$ cat src/rtl/inst_axi_bridge.sv
// inst_axi_bridge: turns the fetch stage's req/addr_ok/data_ok handshake into
// single-beat AXI4 reads, one transaction outstanding at a time.
module inst_axi_bridge #(
  parameter logic [3:0] AXI_ID = 4'd0,
  parameter int         ADDR_W = 32
) (
  input  logic              cpu_clk_50M,
  input  logic              cpu_rst_n,
  input  logic              inst_req,
  input  logic [ADDR_W-1:0] inst_addr,
  output logic              inst_addr_ok,
  output logic              inst_data_ok,
  output logic [ADDR_W-1:0] inst_rdata,
  output logic              inst_bus_err,
  output logic              busy,
  output logic [3:0]        arid,
  output logic [ADDR_W-1:0] araddr,
  output logic [7:0]        arlen,
  output logic [2:0]        arsize,
  output logic [1:0]        arburst,
  output logic              arvalid,
  input  logic              arready,
  input  logic [3:0]        rid,
  input  logic [ADDR_W-1:0] rdata,
  input  logic [1:0]        rresp,
  input  logic              rlast,
  input  logic              rvalid,
  output logic              rready
);
  typedef enum logic [1:0] {IDLE, AR, R, RESP} state_e;
  state_e            state_q, state_d;
  logic [ADDR_W-1:0] araddr_q, rdata_q;
  logic              err_q;
  logic              beat;
  logic              unused_ok;
  // Beats carrying a foreign id are consumed but never completed.
  assign beat         = (state_q == R) && rvalid && (rid == AXI_ID);
  assign inst_addr_ok = cpu_rst_n && (state_q == IDLE) && inst_req;
  assign inst_data_ok = (state_q == RESP);
  assign inst_bus_err = (state_q == RESP) && err_q;
  assign inst_rdata   = rdata_q;
  assign busy         = (state_q != IDLE);
  assign arid         = AXI_ID;
  assign araddr       = araddr_q;
  assign arlen        = 8'd0;
  assign arsize       = 3'b010;
  assign arburst      = 2'b01;
  assign arvalid      = (state_q == AR);
  assign rready       = (state_q == R);
  assign unused_ok    = ^{rlast, rresp[0]};
  always_ff @(posedge cpu_clk_50M or negedge cpu_rst_n) begin
    if (!cpu_rst_n) begin
      state_q  <= IDLE;
      araddr_q <= '0;
      rdata_q  <= '0;
      err_q    <= 1'b0;
    end else begin
      state_q <= state_d;
      if (inst_addr_ok) araddr_q <= inst_addr;
      if (beat) begin
        rdata_q <= rdata;
        err_q   <= rresp[1];
      end
    end
  end
  always_comb begin
    state_d = state_q;
    case (state_q)
      IDLE:    state_d = inst_req ? AR : IDLE;
      AR:      state_d = arready ? R : AR;
      R:       state_d = beat ? RESP : R;
      default: state_d = IDLE;
    endcase
  end
endmodule

$ cat config.mk
export PLATFORM = sky130hd
export DESIGN_NAME = inst_axi_bridge
export DESIGN_NICKNAME = d
export VERILOG_FILES = /design/src/rtl/inst_axi_bridge.sv
export SDC_FILE = /design/constraint.sdc
export NUM_CORES = 1
export LEC_CHECK = 0
export CAP_MARGIN = 15
export CELL_PAD_IN_SITES_DETAIL_PLACEMENT = 0
export CELL_PAD_IN_SITES_GLOBAL_PLACEMENT = 1
export CORE_UTILIZATION = 45
export DETAILED_ROUTE_END_ITERATION = 8
export DONT_BUFFER_PORTS = 1
export PLACE_DENSITY = 0.73
export SLEW_MARGIN = 10
export SYNTH_ARGS = -nofsm -noshare
export SYNTH_HDL_FRONTEND = slang
export SYNTH_SLANG_ARGS = --single-unit
$ cat constraint.sdc
create_clock -name cpu_clk_50M -period 2.4 [get_ports cpu_clk_50M]
set_clock_uncertainty 0.2 [all_clocks]
set_input_delay 0.72 -clock cpu_clk_50M [delete_from_list [all_inputs] [get_ports cpu_clk_50M]]
set_output_delay 0.72 -clock cpu_clk_50M [all_outputs]
set_load 0.05 [all_outputs]
Yosys cells after proc, flatten, opt, wreduce, memory -nomap -nowiden
Index checks and enable logic that the tools add are counted.
{"block": "totals", "register_bits": 67, "output_inout_bits": 87}
{"block": "classes", "eq_ne": 3, "n_mux": 4, "n_reduce_logical": 8}
{"cell": "2-bit one-hot mux with 3 select lines", "n": 1}
{"cell": "1-bit logical AND", "n": 5}
{"cell": "2-bit == test (second input constant)", "n": 2}
{"cell": "4-bit logical NOT", "n": 1}
{"cell": "2-bit by 1-bit == test with 1-bit output (second input constant)", "n": 1}
{"cell": "2-bit logical NOT", "n": 1}
{"cell": "1-bit two-way mux", "n": 2}
{"cell": "2-bit two-way mux", "n": 1}
{"cell": "2-bit nonzero test", "n": 1}

Depth between registers and ports, before layout
{"block": "logic_depth", "depth_word": 5, "depth_mapped": 5, "mapped_depth_nobuf": 3}

Worst setup path before layout
Ideal clock, no wire load.
{"block": "synth_timing", "path_type": "input -> output", "start": "input port cpu_rst_n", "end": "output port inst_addr_ok", "arrival_time_ns": 1.218, "t_required_ns": 1.480, "setup_slack_ns": 0.262, "path_stages": 3, "n_path_buf": 2, "cell_sequence": "and3_1 buf_2 buf_6"}
{"block": "synth_via", "elab_chain_len": 2}
{"item": "start: declaration", "line_no": "8", "rtl": "input logic cpu_rst_n,"}
{"item": "1-bit logical AND (2 in a row)", "line_no": "38", "rtl": "assign inst_addr_ok = cpu_rst_n && (state_q == IDLE) && inst_req;"}
{"item": "end: declaration", "line_no": "11", "rtl": "output logic inst_addr_ok,"}
No other way between the ends.

Final worst setup path
{"block": "layout_timing", "start": "register state_q[0]", "end": "output port inst_addr_ok"}
{"block": "layout_via", "elab_chain_len": 3}
{"item": "start: declaration", "line_no": "31", "rtl": "state_e state_q, state_d;"}
{"item": "start signal: assignment", "line_no": "58", "rtl": "state_q <= state_d;"}
{"item": "2-bit logical NOT", "line_no": "38"}
{"item": "1-bit logical AND (2 in a row)", "line_no": "38"}
No other way between the ends.

==> metrics.cfg <==
[cts]
h-tree-depth = 3
root_buffer = clkbuf_8
cts_tree = yes
cts_sinks = 67
cts_buffers = 9
post_cts_buffers = 0
clk_pin_slew_ns = 0.07
clockBufferDepth = 2
insertion_delay_ns = 0.32

[timing]
slew_headroom_pct = 64.1
drv_slew = 0
setup_viol = 0
fmax_ghz = 0.446
worst_pin_slew_ns = 0.540
fin_tns_setup_ns = 0
grt_setup_unrepaired = false
hold_ws_ns = -0.121
hold_violations = 67
post-route-min-period_ns = 2.24
min_period_over_period_pct = 93.5

[setup_path]
cp_data_arrival_time_ns = 1.32
crit_slowest_cell = dfrtp_1
cp_max_fo = 5
cpPeakStageDelay_ns = 0.42
cp_top_family = simple AND/OR/NAND/NOR gates
path_cells = nor2_1 -> and3_4
crit_type = reg2out
critPathBufInv = 0
end_kind = primary output
start_kind = flop
critPathRequiredTime_ns = 1.48

[yosys]
syn_inst = 171
syn_avg_cell_area_um2 = 16.5
synth-xor-area-share_pct = 0
synth_top_family_by_area = multiplexers
ys_types = 18
synthMuxAreaShare_pct = 29.9
ys_seq_area_share_pct = 59.6
synth-compound-area-share_pct = 0.578
yosys.area_share.simple_pct = 2.36
yosysWarnings = 0
syn-cell-area_um2 = 2820
ys_seq_elements = 67
yosys.area_share.adder_pct = 0

[route]
avgRoutedWirePerCell_um = 18.9
dr.pass1.iters = 2
drt_iter0_drc = 21
drt-total-wl_um = 4850
num_vias = 1324
drc = 0
via_per_inst = 5.15
drtAntennaViolNets = 0

[floorplanning]
coreArea_um2 = 5990
num_rows = 28
start_util_pct = 47.0
die_w_um = 81.1
ioPinCount = 163
die_h_um = 81.1
die_area_um2 = 6580

[layout]
syn_to_final_growth_pct = 7.56
fin_area_um2 = 3030
seq_area_um2 = 1680
nNetsFinal = 253
num-fill-cells = 503
drive_gt1_share_pct = 46.7
diodes = 0
multi_input_area_um2 = 992

[grt]
grt_pass1_vias = 1419
grt-ovfl-total = 0
antenna_found_initial = 0
track_usage_pct = 15.2
grt_max_degree = 69
grt_pass1_wl_um = 7040

[run]
drv_cap = 0

[placement]
hpwl_um = 3580
port_buffers = 0
dpl-instance-area_um2 = 2820
routabilityCongestion = 0.692

[outcome]
violations = negative hold slack
status = complete, but fails checks

[min_path]
min_path_type = in2async

[metrics by stage]
stage	setup WS [ns]	std cells	util (%)	hold slack [ns]
4_1_cts	0.0540	257	50.5	-0.145
5_1_grt	0.0736	257	50.5	-0.160
6_report	0.156	257	50.5	-0.121
3_5_place_dp	0.193	241	47.1	0.226
2_1_floorplan	0.262	186	-	0.224
3_3_place_gp	0.251	241	47.1	0.226
[cells in the mapped netlist]
cell       n  area, µm²
nand2_1    1       3.75
nor2_1     2       7.51
buf_4     17        128
conb_1     2       7.51
a21o_1     1       7.51
buf_6      6       67.6
mux2_1     2       22.5
and2_1     1       6.26
dfrtp_1   67       1680
mux2_2    34        383
nand4b_4   1       23.8
mux2_4    29        435
and3_1     2       12.5
inv_1      2       7.51
and2b_1    1       7.51
o311ai_0   1       8.76
buf_2      1       5.00
nor3_1     1       5.00
[registers in the layout, summed over array words and instances (netlist names)]
register,cells
araddr,32
inst_rdata,32
state_q,2
err_q,1
[timing repair]
action                                  in CTS  in global routing
gates resized for setup                      0                  1
hold endpoints to repair                    67                 67
endpoints found under the setup margin       0                  1
[layer usage]
layer | track usage [%] | part of all wire (%)
met5 | 0 | 0
met4 | 10.0 | 2.1
met3 | 6.29 | 8.8
met2 | 23.5 | 51
met1 | 17.3 | 38
[logic make-up (layout without fill, tap and decap cells)]
| group | count (synthesis) | after routing |
|---|---|---|
| buffers and inverters | 26 | 22 |
| AO/OA/AOI/OAI | 2 | 2 |
| multiplexers | 65 | 65 |
| other | 2 | 17 |
| flip-flops | 67 | 67 |
| AND/OR/NAND/NOR | 9 | 9 |
[worst paths after layout]
check | cells after the start | startpoint | slack, ns | to
max | 2 | state_q[0] | 0.16 | inst_addr_ok
min | 0 | cpu_rst_n | -0.12 | araddr[11]
max reg2reg | 4 | state_q[0] | 0.49 | araddr[2]
min reg2reg | 1 | err_q | 0.31 | err_q
max in group asynchronous | 0 | cpu_rst_n | 1.98 | state_q[0]
min in group cpu_clk_50M | 1 | err_q | 0.31 | err_q
[worst reg2reg max path: cells and delay by family (launching register included)]
kind	cells	cell delay (ns)
DFF	1	0.42
and+or+nand+nor	2	0.58
buffers and inverters	1	0.23
muxes	1	0.36
[layout make-up]
type	instances	share of cell area, %
sequential	67	55.4
clock inverter	6	2.15
multi-input combinational	93	32.8
timing repair buffer	4	1.82
tap	75	3.10
inverter	2	0.248
clock buffer	10	4.55
[placed cells by master (no fill, tap or decap)]
cell / count
a21o_1: 1
and2_1: 1
and2b_1: 1
and3_1: 1
and3_4: 1
buf_12: 2
buf_4: 2
bufinv_16: 1
clkbuf_8: 10
clkinv_2: 2
clkinv_4: 2
clkinvlp_4: 1
conb_1: 17
dfrtp_1: 67
inv_1: 2
mux2_1: 2
mux2_2: 34
mux2_4: 29
nand2_1: 1
nand4b_4: 1
nor2_1: 2
nor3_1: 1
o311ai_0: 1
Power is left out: the tool's default activity adds up to more than one toggle a clock period on the data nets, which glitch-free logic cannot reach.
